`src/rtl/ps2_host_tx.sv`:
```
// PS/2 host-to-device transmitter: sends one command byte to the device
// using open-drain line control (the *_oe outputs pull the line low).
// Optional build macro: PS2_TX_ACK_CHECK_EN turns a missing device ACK
// into a tx_err pulse instead of a normal completion.
module ps2_host_tx #(
  parameter int INHIBIT_CYCLES = 10000,
  parameter int TIMEOUT_CYCLES = 2000000
) (
  input  logic       clk,
  input  logic       rst,
  input  logic [7:0] tx_data,
  input  logic       tx_start,
  output logic       tx_busy,
  output logic       tx_done,
  output logic       tx_err,
  input  logic       ps2_clk_in,
  input  logic       ps2_data_in,
  output logic       ps2_clk_oe,
  output logic       ps2_data_oe
);

  localparam int MAX_CNT = (INHIBIT_CYCLES > TIMEOUT_CYCLES) ? INHIBIT_CYCLES : TIMEOUT_CYCLES;
  localparam int TW = $clog2(MAX_CNT + 1);
  localparam logic [TW-1:0] INHIBIT_LAST = TW'(INHIBIT_CYCLES - 1);
  localparam logic [TW-1:0] TIMEOUT_LAST = TW'(TIMEOUT_CYCLES - 1);

  typedef enum logic [2:0] {
    ST_IDLE,
    ST_INHIBIT,
    ST_REQ,
    ST_XFER,
    ST_ACK,
    ST_WAIT_IDLE
  } state_t;

  state_t        state, state_next;
  logic [9:0]    shift, shift_next;
  logic [3:0]    bit_cnt, bit_cnt_next;
  logic [TW-1:0] timer, timer_next;
  logic          data_oe_next, done_next, err_next;
  logic          clk_s1, clk_s2, clk_prev, data_s1, data_s2;
  logic          fe, timed_out;

  // Two-flop synchronizers on both raw lines plus a delayed copy of the clock
  // for edge detection; idle lines are high, so reset to 1 to avoid a false edge.
  always_ff @(posedge clk or negedge rst) begin
    if (!rst) begin
      clk_s1   <= 1'b1;
      clk_s2   <= 1'b1;
      clk_prev <= 1'b1;
      data_s1  <= 1'b1;
      data_s2  <= 1'b1;
    end else begin
      clk_s1   <= ps2_clk_in;
      clk_s2   <= clk_s1;
      clk_prev <= clk_s2;
      data_s1  <= ps2_data_in;
      data_s2  <= data_s1;
    end
  end

  assign fe        = clk_prev & ~clk_s2;
  assign timed_out = (timer == TIMEOUT_LAST);

  // Next-state, frame shifting, timer and registered-output next values.
  always_comb begin
    state_next   = state;
    shift_next   = shift;
    bit_cnt_next = bit_cnt;
    timer_next   = timer;
    data_oe_next = ps2_data_oe;
    done_next    = 1'b0;
    err_next     = 1'b0;
    case (state)
      ST_IDLE: begin
        timer_next   = '0;
        bit_cnt_next = '0;
        if (tx_start) begin
          shift_next = {1'b1, ~^tx_data, tx_data};
          state_next = ST_INHIBIT;
        end
      end
      ST_INHIBIT: begin
        if (timer == INHIBIT_LAST) begin
          timer_next   = '0;
          data_oe_next = 1'b1;
          state_next   = ST_REQ;
        end else begin
          timer_next = timer + TW'(1);
        end
      end
      ST_REQ, ST_XFER: begin
        if (fe) begin
          data_oe_next = ~shift[0];
          shift_next   = {1'b1, shift[9:1]};
          bit_cnt_next = bit_cnt + 4'd1;
          timer_next   = '0;
          state_next   = (bit_cnt == 4'd9) ? ST_ACK : ST_XFER;
        end else if (timed_out) begin
          err_next   = 1'b1;
          state_next = ST_IDLE;
        end else begin
          timer_next = timer + TW'(1);
        end
      end
      ST_ACK: begin
        if (fe) begin
          timer_next = '0;
`ifdef PS2_TX_ACK_CHECK_EN
          if (data_s2) begin
            err_next   = 1'b1;
            state_next = ST_IDLE;
          end else begin
            state_next = ST_WAIT_IDLE;
          end
`else
          state_next = ST_WAIT_IDLE;
`endif
        end else if (timed_out) begin
          err_next   = 1'b1;
          state_next = ST_IDLE;
        end else begin
          timer_next = timer + TW'(1);
        end
      end
      ST_WAIT_IDLE: begin
        if (clk_s2 && data_s2) begin
          done_next  = 1'b1;
          state_next = ST_IDLE;
        end else if (timed_out) begin
          err_next   = 1'b1;
          state_next = ST_IDLE;
        end else begin
          timer_next = timer + TW'(1);
        end
      end
      default: state_next = ST_IDLE;
    endcase
    if (state_next == ST_IDLE || state_next == ST_INHIBIT || state_next == ST_WAIT_IDLE)
      data_oe_next = 1'b0;
  end

  // State, datapath and glitch-free registered outputs; reset releases the lines at once.
  always_ff @(posedge clk or negedge rst) begin
    if (!rst) begin
      state       <= ST_IDLE;
      shift       <= '0;
      bit_cnt     <= '0;
      timer       <= '0;
      tx_busy     <= 1'b0;
      tx_done     <= 1'b0;
      tx_err      <= 1'b0;
      ps2_clk_oe  <= 1'b0;
      ps2_data_oe <= 1'b0;
    end else begin
      state       <= state_next;
      shift       <= shift_next;
      bit_cnt     <= bit_cnt_next;
      timer       <= timer_next;
      tx_busy     <= (state_next != ST_IDLE);
      tx_done     <= done_next;
      tx_err      <= err_next;
      ps2_clk_oe  <= (state_next == ST_INHIBIT);
      ps2_data_oe <= data_oe_next;
    end
  end

endmodule
```
`config.mk`:
```
export PLATFORM = sky130hd
export DESIGN_NAME = ps2_host_tx
export DESIGN_NICKNAME = d
export VERILOG_FILES = /design/src/rtl/ps2_host_tx.sv
export SDC_FILE = /design/constraint.sdc
export NUM_CORES = 1
export LEC_CHECK = 0
export ABC_AREA = 1
export ABC_CLOCK_PERIOD_IN_PS = 4500
export BUFFER_PORTS_ARGS = -buffer_cell sky130_fd_sc_hd__buf_4
export CORE_MARGIN = 2
export CORE_UTILIZATION = 45
export CTS_BUF_LIST = sky130_fd_sc_hd__clkbuf_4 sky130_fd_sc_hd__clkbuf_8 sky130_fd_sc_hd__clkbuf_16
export CTS_CLUSTER_DIAMETER = 60
export DETAILED_ROUTE_END_ITERATION = 6
export PLACE_DENSITY = 0.63
export SYNTH_ARGS = -nofsm -noshare
export SYNTH_HDL_FRONTEND = slang
export SYNTH_SLANG_ARGS = --single-unit
```
`constraint.sdc`:
```
create_clock -name clk -period 4.5 [get_ports clk]
set_clock_uncertainty 0.15 [all_clocks]
set_input_delay 0.225 -clock clk [delete_from_list [all_inputs] [get_ports clk]]
set_output_delay 0.225 -clock clk [all_outputs]
set_load 0.05 [all_outputs]
```
; ---- Word level (Yosys, flattened, before mapping)
; Index checks and enable logic that the tools add are counted.
[word_totals]
ff_bits = 48
inputBits = 13
out_inout_bits = 5
word_cells = 78
[classes]
addsub = 2
eq_ne = 15
mux = 28
bitwise_logic = 3
n_reduce_logical = 16
[ops]
columns = operator, n
row1 = 21-bit two-way mux, 4
row2 = 21-bit one-hot mux with 4 select lines, 1
row3 = 21-bit by 1-bit adder with 21-bit output (second input constant), 1
row4 = 21-bit by 14-bit == test with 1-bit output (second input constant), 1
row5 = 21-bit == test (second input constant), 1
row6 = 3-bit two-way mux, 7
row7 = 10-bit two-way mux, 2
row8 = 10-bit one-hot mux with 2 select lines, 1
row9 = 3-bit one-hot mux with 5 select lines, 1
row10 = 3-bit == test (second input constant), 3
row11 = 1-bit two-way mux, 8
row12 = 4-bit one-hot mux with 2 select lines, 1
row13 = 8-bit XNOR reduction, 1
row14 = 3-bit by 1-bit == test with 1-bit output (second input constant), 2
row15 = 3-bit by 2-bit == test with 1-bit output (second input constant), 2
row16 = 3-bit logical NOT, 2
row17 = 2-bit != test (second input constant), 3
row18 = 3-bit != test (second input constant), 2
row19 = 3-bit AND reduction, 2
row20 = 3-bit nonzero test, 2
row21 = 4-bit by 1-bit adder with 4-bit output (second input constant), 1
row22 = 4-bit == test (second input constant), 1
row23 = 4-bit two-way mux, 1
row24 = 1-bit one-hot mux with 2 select lines, 2
row25 = 9 further kinds, 12

; ---- Depth between registers and ports, before layout
; Gate-level depths: netlist of the first run.
[depth]
word_depth = 9
mapped_depth = 12
ltp_nobuf = 12

; ---- Worst setup path before layout of the first run
; OpenSTA, ideal clock, no wires.
[synth_timing]
path_type = flip-flop to flip-flop
from = reg timer[0]
to = reg timer[15]
setup_time_ns = 0.113
t_arrival_ns = 1.421
t_required_ns = 4.237
slack_ns = 2.816
path_stages_with_launch = 11
path_buffers = 0
period_less_slack_ns = 1.684
path_cell_list = dfrtp_1 > ha_1 > nand3_2 > nor2_1 > nand3_1 > nand2_2 > nand2_2 > o21ai_0 > nand2_1 > nand2_1 > inv_1
[synth_via]
elab_chain_cells = 4
word_cells_on_any_way = 8
classes_between = add/sub (1) / eq/ne (2) / mux (5)
[synth_lines]
columns = item, line
row1 = start: declaration, 39  ; logic [TW-1:0] timer, timer_next;
row2 = start signal: assignment, 159  ; timer <= timer_next;
row3 = 21-bit by 1-bit adder with 21-bit output / 21-bit == test (equally long branches), --
row4 = 21-bit two-way mux, "99, 119, 130"
row5 = "21-bit two-way mux, on equally long branches", "127, 93"
row6 = 21-bit one-hot mux with 4 select lines (*), 74  ; case (state)
; Mark *: on every way between the ends. The rest lies on a longest branch, timed or not. The select of a mux whose other input is x is not followed.
; A chain may end at the register's enable or synchronous reset.

; ---- Final worst setup path of the first run
[layout_timing]
from = reg state[2]
to = reg timer[16]
[layout_via]
elab_chain_cells = 4
word_cells_on_any_way = 11
classes_between = eq/ne (6) / mux (1) / reduce/logical (4)
[layout_lines]
columns = item, line
row1 = start: declaration, 36  ; state_t state, state_next;
row2 = start signal: assignment, 156  ; state <= state_next;
row3 = 3-bit == test / 3-bit by 2-bit == test with 1-bit output (equally long branches), 74
row4 = 3-bit OR reduction (no source line), --
row5 = 4-bit nonzero test (no source line), --
row6 = 2-bit AND reduction (no source line), --
; Parallel ways exist; a longest one is shown, timed or not.

==> run summary, run 1 <==
CP arrival - 2.65 ns
vias - 2721
layout cells sized above 1 - 12.5%
Post-DP HPWL - 5290 um
count leader, synth - nand2_1
Root Driver - clkbuf_8
critical path peak fanout - 21
final hold slack - 0.0203 ns
post-synth cell types - 34
largest net degree at the start of global routing - 49
LEAKAGE - 0.00158 uW
initial drt markers - 137
post-layout util - 51.5%
hold depth - 3
post-CTS setup buffers - 0
critical path's largest stage delay - 0.60 ns
crit path capture type - flip-flop
Final Worst Setup Slack - 1.96 ns
Levels on crit path - 11
post-synth net total - 445
total chip power - 740 uW
ant diodes - 0
yosys warns - 0
initial antenna violation count - 0
Post-CTS Resized - 0
Core ar. - 0.00639 sq mm
Final nets - 464
ys async rst share - 100%
Clock Latency Late Sink - 0.31 ns
Seq/Total Area, Yosys - 40.4%
RSZ-0062 raised after global routing - no
TritonRoute pass-1 iters - 4
status - finished clean
Post-Synth Adder-Cell Area - 1.26%
Synth Register Bits - 48
Cells after Synth - 429
CTS H-Tree Depth - 2
GR Util All Layers - 20.9%
CTS tree - done
Place WS - 1.95 ns
final WL - 7100 um
uppermost routed layer - met4
critical path required time - 4.61 ns
max-cap viol count - 0
CTS Buf Count - 5
CP max-delay cell - nor2_2
final setup violation count - 0
cells on worst reg2reg path - 11
setup TNS - 0 ns
Die Ht - 85.5 um
Worst-Margin Slew - 0.716 ns
met3 wire length - 331 um
Final Cycle Share - 56.5%
# IOs - 18
VDD IR max - 141 uV
Site Rows - 29
Reg clk slew, reported paths - 0.09 ns
Post-synth EDFFs - 0
achievable frequency - 393 MHz
CP Cell Sequence - nor2_2 -> inv_2 -> nand2_2 -> inv_2 -> nand3_1 -> nand2_1 -> inv_2 -> nand3b_1 -> nand2_1 -> nand2_1 -> inv_1
die extent in x - 85.5 um
top_reg_cell synth - dfrtp_1
Worst Hold Class - in -> reg
Vias per Instance - 5.17
clock period minus worst slack - 2.54 ns
CTS max path bufs - 2
power density cells - 225 mW/mm^2
M1 wire length - 3160 um
vias in the first global route - 2600
Final Max Tran Viols - 0
mux contribution to synthesized area - 0%
Worst path top cell family by delay - simple AND/OR/NAND/NOR gates
first-pass GRT wire length - 11900 um
share of the synthesized area in the top cell type - 36.0%
Die Area - 0.00730 sq mm
simple-gate share of the synthesized area - 37.3%
wire per inst - 13.5 um
antenna-violating nets left - 0
Post-synth top cells - nand2_1, nor2_1, inv_1
CP startpoint kind - flip-flop
Area Overhead vs Synth - 10.2%
initial core utilization - 46.7%
xor/xnor share of the synthesized area - 2.93%
Syn Area/Cell - 6.96 sq um
Buf/Inv on CP - 4
Remaining DRCs - 0
synth top area cells - dfrtp_1, nand2_1, nor2_1
CP Class - reg -> reg
max_slew headroom - 52.2%
Mapped Area - 0.00299 sq mm
IO Port Bufs - 17
GPL Wtd Cong - 0.920
leading area contributor after synthesis - dfrtp_1
grt total ovfl - 0
Compound-Gate Fraction of Synth Area - 8.93%
DR WL met2 - 3450 um
largest family of logic cells by synthesized area - simple AND/OR/NAND/NOR gates
clock sink total - 48
Fin. Hold Viols - 0
## timing repair
item | 4_1_cts | 5_1_grt
hold endpoints to repair | 45 | 0
setup endpoints to repair | 0 | 0
hold buffers | 3 | 0
## cells by family (layout without fill, tap and decap cells)
group / Yosys count / after routing
AOI/OAI and AO/OA: 45 / 45
xor gates and xnor gates: 10 / 10
adders and majority gates: 3 / 3
buffers and inverters: 69 / 89
DFF: 48 / 48
and+or+nand+nor: 254 / 254
## metal layers
metal,track usage [%],vias to the layer above
li1,-,1399
met1,26.3,1249
met3,3.21,15
met5,0,-
met4,7.50,0
met2,36.2,58
## through the flow
stage / std cells / area, sq um
2_1_floorplan: 429 / 2990
3_3_place_gp: 515 / 3170
3_5_place_dp: 515 / 3170
4_1_cts: 526 / 3290
5_1_grt: 526 / 3290
6_report: 526 / 3290
## path summary, 6_finish.rpt
| path | start | to | slack, ns |
|---|---|---|---|
| worst max-delay path | state[2] | timer[16] | 1.96 |
| worst min-delay path | tx_start | ps2_clk_oe | 0.02 |
| worst max register to register | state[2] | timer[16] | 1.96 |
| worst min register to register | data_s1 | data_s2 | 0.21 |
| max in group asynchronous | rst | timer[11] | 3.47 |
| min in group asynchronous | rst | timer[4] | 0.30 |
## tightest hold or removal path: stages
cell     delay [ns]
buf_4          0.08
nand2_1        0.07
nand2_1        0.07
## final cells by class
cell class / instances / area (sq um)
Clock buffer: 6 / 76.3
Tap cell: 77 / 96.3
Sequential cell: 48 / 1210
Inverter: 61 / 229
Fill cell: 643 / 3100
Multi-Input combinational cell: 312 / 1510
Clock inverter: 2 / 16.3
Timing Repair Buffer: 20 / 158
## registers in the layout (all words and copies together) (netlist names)
| signal | flops |
|---|---|
| bit_cnt | 4 |
| clk_prev | 1 |
| clk_s1 | 1 |
| clk_s2 | 1 |
| data_s1 | 1 |
| data_s2 | 1 |
| ps2_clk_oe | 1 |
| ps2_data_oe | 1 |
| shift | 10 |
| state | 3 |
| timer | 21 |
| tx_busy | 1 |
| tx_done | 1 |
| tx_err | 1 |
## layout by cell type (no fill, tap or decap), types with 8 or more instances in the layout
cell and instances:
nor2_1 54, o21ai_1 12, dfrtp_1 43, inv_1 53, nand2_1 125, nand4_1 15
inv_2 8, nand3_1 38, buf_4 17, o21ai_0 15
## power breakdown
| group | switching [uW] | leakage, uW | internal, uW |
|---|---|---|---|
| Clock | 152 | 0.0000448 | 117 |
| Combinational | 20.0 | 0.000929 | 15.1 |
| Sequential | 0.779 | 0.000608 | 435 |
Power figures use the tool's default switching activity.
==> run 2: changes to the inputs <==
--- a/config.mk
+++ b/config.mk
@@ -6,14 +6,14 @@
 export NUM_CORES = 1
 export LEC_CHECK = 0
 export ABC_AREA = 1
-export ABC_CLOCK_PERIOD_IN_PS = 4500
+export ABC_CLOCK_PERIOD_IN_PS = 2300
 export BUFFER_PORTS_ARGS = -buffer_cell sky130_fd_sc_hd__buf_4
 export CORE_MARGIN = 2
 export CORE_UTILIZATION = 45
 export CTS_BUF_LIST = sky130_fd_sc_hd__clkbuf_4 sky130_fd_sc_hd__clkbuf_8 sky130_fd_sc_hd__clkbuf_16
 export CTS_CLUSTER_DIAMETER = 60
 export DETAILED_ROUTE_END_ITERATION = 6
-export PLACE_DENSITY = 0.63
+export PLACE_DENSITY = 0.65
 export SYNTH_ARGS = -nofsm -noshare
 export SYNTH_HDL_FRONTEND = slang
 export SYNTH_SLANG_ARGS = --single-unit
==> constraint.sdc (replaced) <==
create_clock -name clk -period 2.3 [get_ports clk]
set_clock_uncertainty 0.15 [all_clocks]
set_input_delay 0.115 -clock clk [delete_from_list [all_inputs] [get_ports clk]]
set_output_delay 0.115 -clock clk [all_outputs]
set_load 0.05 [all_outputs]
==> run 2 against run 1 <==
  * Via count grew 2.3%
  * Global-route usage grew 0.16 points
  * Critical path depth shrank 3
  * Setup slack lost 1.7 ns
  * Highest routed layer unchanged
  * Largest power group unchanged
  * Design area grew 3.7%
  * Hold slack gained 0.18 ns
  * Sequential share of layout area shrank 1.3 points
  * Clock-buffer cell count is the same
  * Cell count grew 2.3%
  * Routed wire length grew 2.8%
==> run summary, run 2 (synthesized netlist as in run 1, its figures left out) <==
largest net degree at the start of global routing - 49 (unchanged)
Clock Latency Late Sink - 0.31 ns (about the same)
layout cells sized above 1 - 12.8% (was 12.5%)
achievable frequency - 497 MHz (was 393 MHz)
status - finished clean (unchanged)
CP Class - reg -> reg (unchanged)
vias - 2783 (was 2721)
Worst Hold Class - in -> async (was in -> reg)
crit path capture type - flip-flop (unchanged)
commonest non-fill, non-tap cell in the layout - nand2_1 (unchanged)
GR Util All Layers - 21.0% (was 20.9%)
Final Max Tran Viols - 0 (unchanged)
final hold slack - 0.203 ns (was 0.0203 ns)
cell area after layout - 0.00341 sq mm (was 0.00329 sq mm)
final WL - 7310 um (was 7100 um)
Vias per Instance - 5.17 (about the same)
FF+latch area - 0.00121 sq mm (unchanged)
hold-fix buffers at CTS - 12 (was 3)
Placed Area - 0.00319 sq mm (was 0.00317 sq mm)
uppermost routed layer - met4 (unchanged)
met3 wire length - 337 um (was 331 um)
post-layout util - 53.4% (was 51.5%)
total chip power - 1500 uW (was 740 uW)
wire per inst - 13.6 um (was 13.5 um)
Remaining DRCs - 0 (unchanged)
CP startpoint kind - flip-flop (unchanged)
Worst-Margin Slew - 0.593 ns (was 0.716 ns)
clock sink total - 48 (unchanged)
RSZ-0062 raised after global routing - no (unchanged)
grt total ovfl - 0 (unchanged)
CTS tree - done (unchanged)
power density cells - 439 mW/mm^2 (was 225 mW/mm^2)
Final Cycle Share - 87.5% (was 56.5%)
Top reg by flops - timer (unchanged)
Die Ht - 85.5 um (unchanged)
final setup violation count - 0 (unchanged)
Fin. Hold Viols - 0 (unchanged)
M1 wire length - 3260 um (was 3160 um)
first-pass GRT wire length - 12200 um (was 11900 um)
CTS H-Tree Depth - 2 (unchanged)
Buf/Inv on CP - 1 (was 4)
CTS Buf Count - 5 (unchanged)
ant diodes - 0 (unchanged)
Post-DP HPWL - 5400 um (was 5290 um)
post-CTS setup buffers - 0 (unchanged)
CTS max path bufs - 2 (unchanged)
setup TNS - 0 ns (unchanged)
Worst path top cell family by delay - simple AND/OR/NAND/NOR gates (unchanged)
critical path required time - 2.34 ns (was 4.61 ns)
Final nets - 476 (was 464)
initial antenna violation count - 0 (unchanged)
DR WL met2 - 3480 um (was 3450 um)
LEAKAGE - 0.00164 uW (was 0.00158 uW)
critical path's largest stage delay - 0.43 ns (was 0.60 ns)
max-cap viol count - 0 (unchanged)
# IOs - 18 (unchanged)
vias in the first global route - 2621 (was 2600)
TritonRoute pass-1 iters - 5 (was 4)
Reg clk slew, reported paths - 0.10 ns (was 0.09 ns)
Area Overhead vs Synth - 14.2% (was 10.2%)
cells on worst reg2reg path - 8 (was 11)
Core ar. - 0.00639 sq mm (unchanged)
CP arrival - 2.06 ns (was 2.65 ns)
IO Port Bufs - 17 (unchanged)
Post-CTS Resized - 0 (unchanged)
max_slew headroom - 60.4% (was 52.2%)
initial drt markers - 205 (was 137)
GPL Wtd Cong - 0.937 (was 0.920)
Die Area - 0.00730 sq mm (unchanged)
Largest register FFs - 21 (unchanged)
CP max-delay cell - dfrtp_1 (was nor2_2)
multi-input logic area - 0.00151 sq mm (unchanged)
die extent in x - 85.5 um (unchanged)
Top Registers - timer (21), shift (10), bit_cnt (4) (unchanged)
antenna-violating nets left - 0 (unchanged)
critical path peak fanout - 8 (was 21)
most frequent cells in the layout - nand2_1, nor2_1, inv_1, dfrtp_1, nand3_1 (unchanged)
filler instances - 627 (was 643)
Levels on crit path - 8 (was 11)
CP Cell Sequence - ha_1 -> nand3_2 -> nor2_1 -> inv_1 -> nor2_4 -> o21ai_0 -> a21oi_1 -> nand2_1 (was nor2_2 -> inv_2 -> nand2_2 -> inv_2 -> nand3_1 -> nand2_1 -> inv_2 -> nand3b_1 -> nand2_1 -> nand2_1 -> inv_1)
Site Rows - 29 (unchanged)
Root Driver - clkbuf_8 (unchanged)
clock period minus worst slack - 2.01 ns (was 2.54 ns)
VDD IR max - 260 uV (was 141 uV)
initial core utilization - 46.7% (unchanged)
[run 2: changes by cell type in the layout (fill, tap and decap cells not counted)]
| cell | delta |
|---|---|
| buf_4 | +3 |
| clkinvlp_4 | -1 |
| clkbuf_4 | -1 |
| clkinv_4 | -1 |
| dlygate4sd3_1 | +9 |
| clkbuf_8 | +1 |
| inv_6 | +2 |
[run 2: through the flow]
stage / setup WS (ns) / instances
2_1_floorplan: 0.616 / 429
3_3_place_gp: 0.293 / 518
3_5_place_dp: 0.291 / 518
4_1_cts: 0.295 / 538
5_1_grt: 0.108 / 538
6_report: 0.288 / 538
[run 2: worst paths after layout]
| kind | from | endpoint | slack (ns) |
|---|---|---|---|
| min in group clk | data_s1 | data_s2 | 0.21 |
| min | rst | tx_err | 0.20 |
| max in group asynchronous | rst | timer[18] | 1.40 |
| max | timer[0] | tx_busy | 0.29 |
| min reg2reg | data_s1 | data_s2 | 0.21 |
| max reg2reg | timer[0] | tx_busy | 0.29 |
[run 2: power by group]
part / switching [uW] / total, uW / internal (uW) / leakage (uW)
clock network: 313 / 565 / 252 / 0.0000522
registers: 1.57 / 853 / 851 / 0.000608
logic: 40.7 / 80.1 / 39.4 / 0.000983
[run 2: layout make-up]
class,instances,area share [%]
well taps,77,2.83
flip-flops and latches,48,35.4
inverters,61,6.72
multi-input cells,312,44.2
clock inverters,2,0.514
clock buffers,6,2.42
repair buffers,32,7.93
[run 2: layer usage]
metal,track usage (%),up-vias
met4,7.65,0
met3,3.50,21
met1,27.0,1241
li1,-,1426
met2,35.7,95
met5,0,-
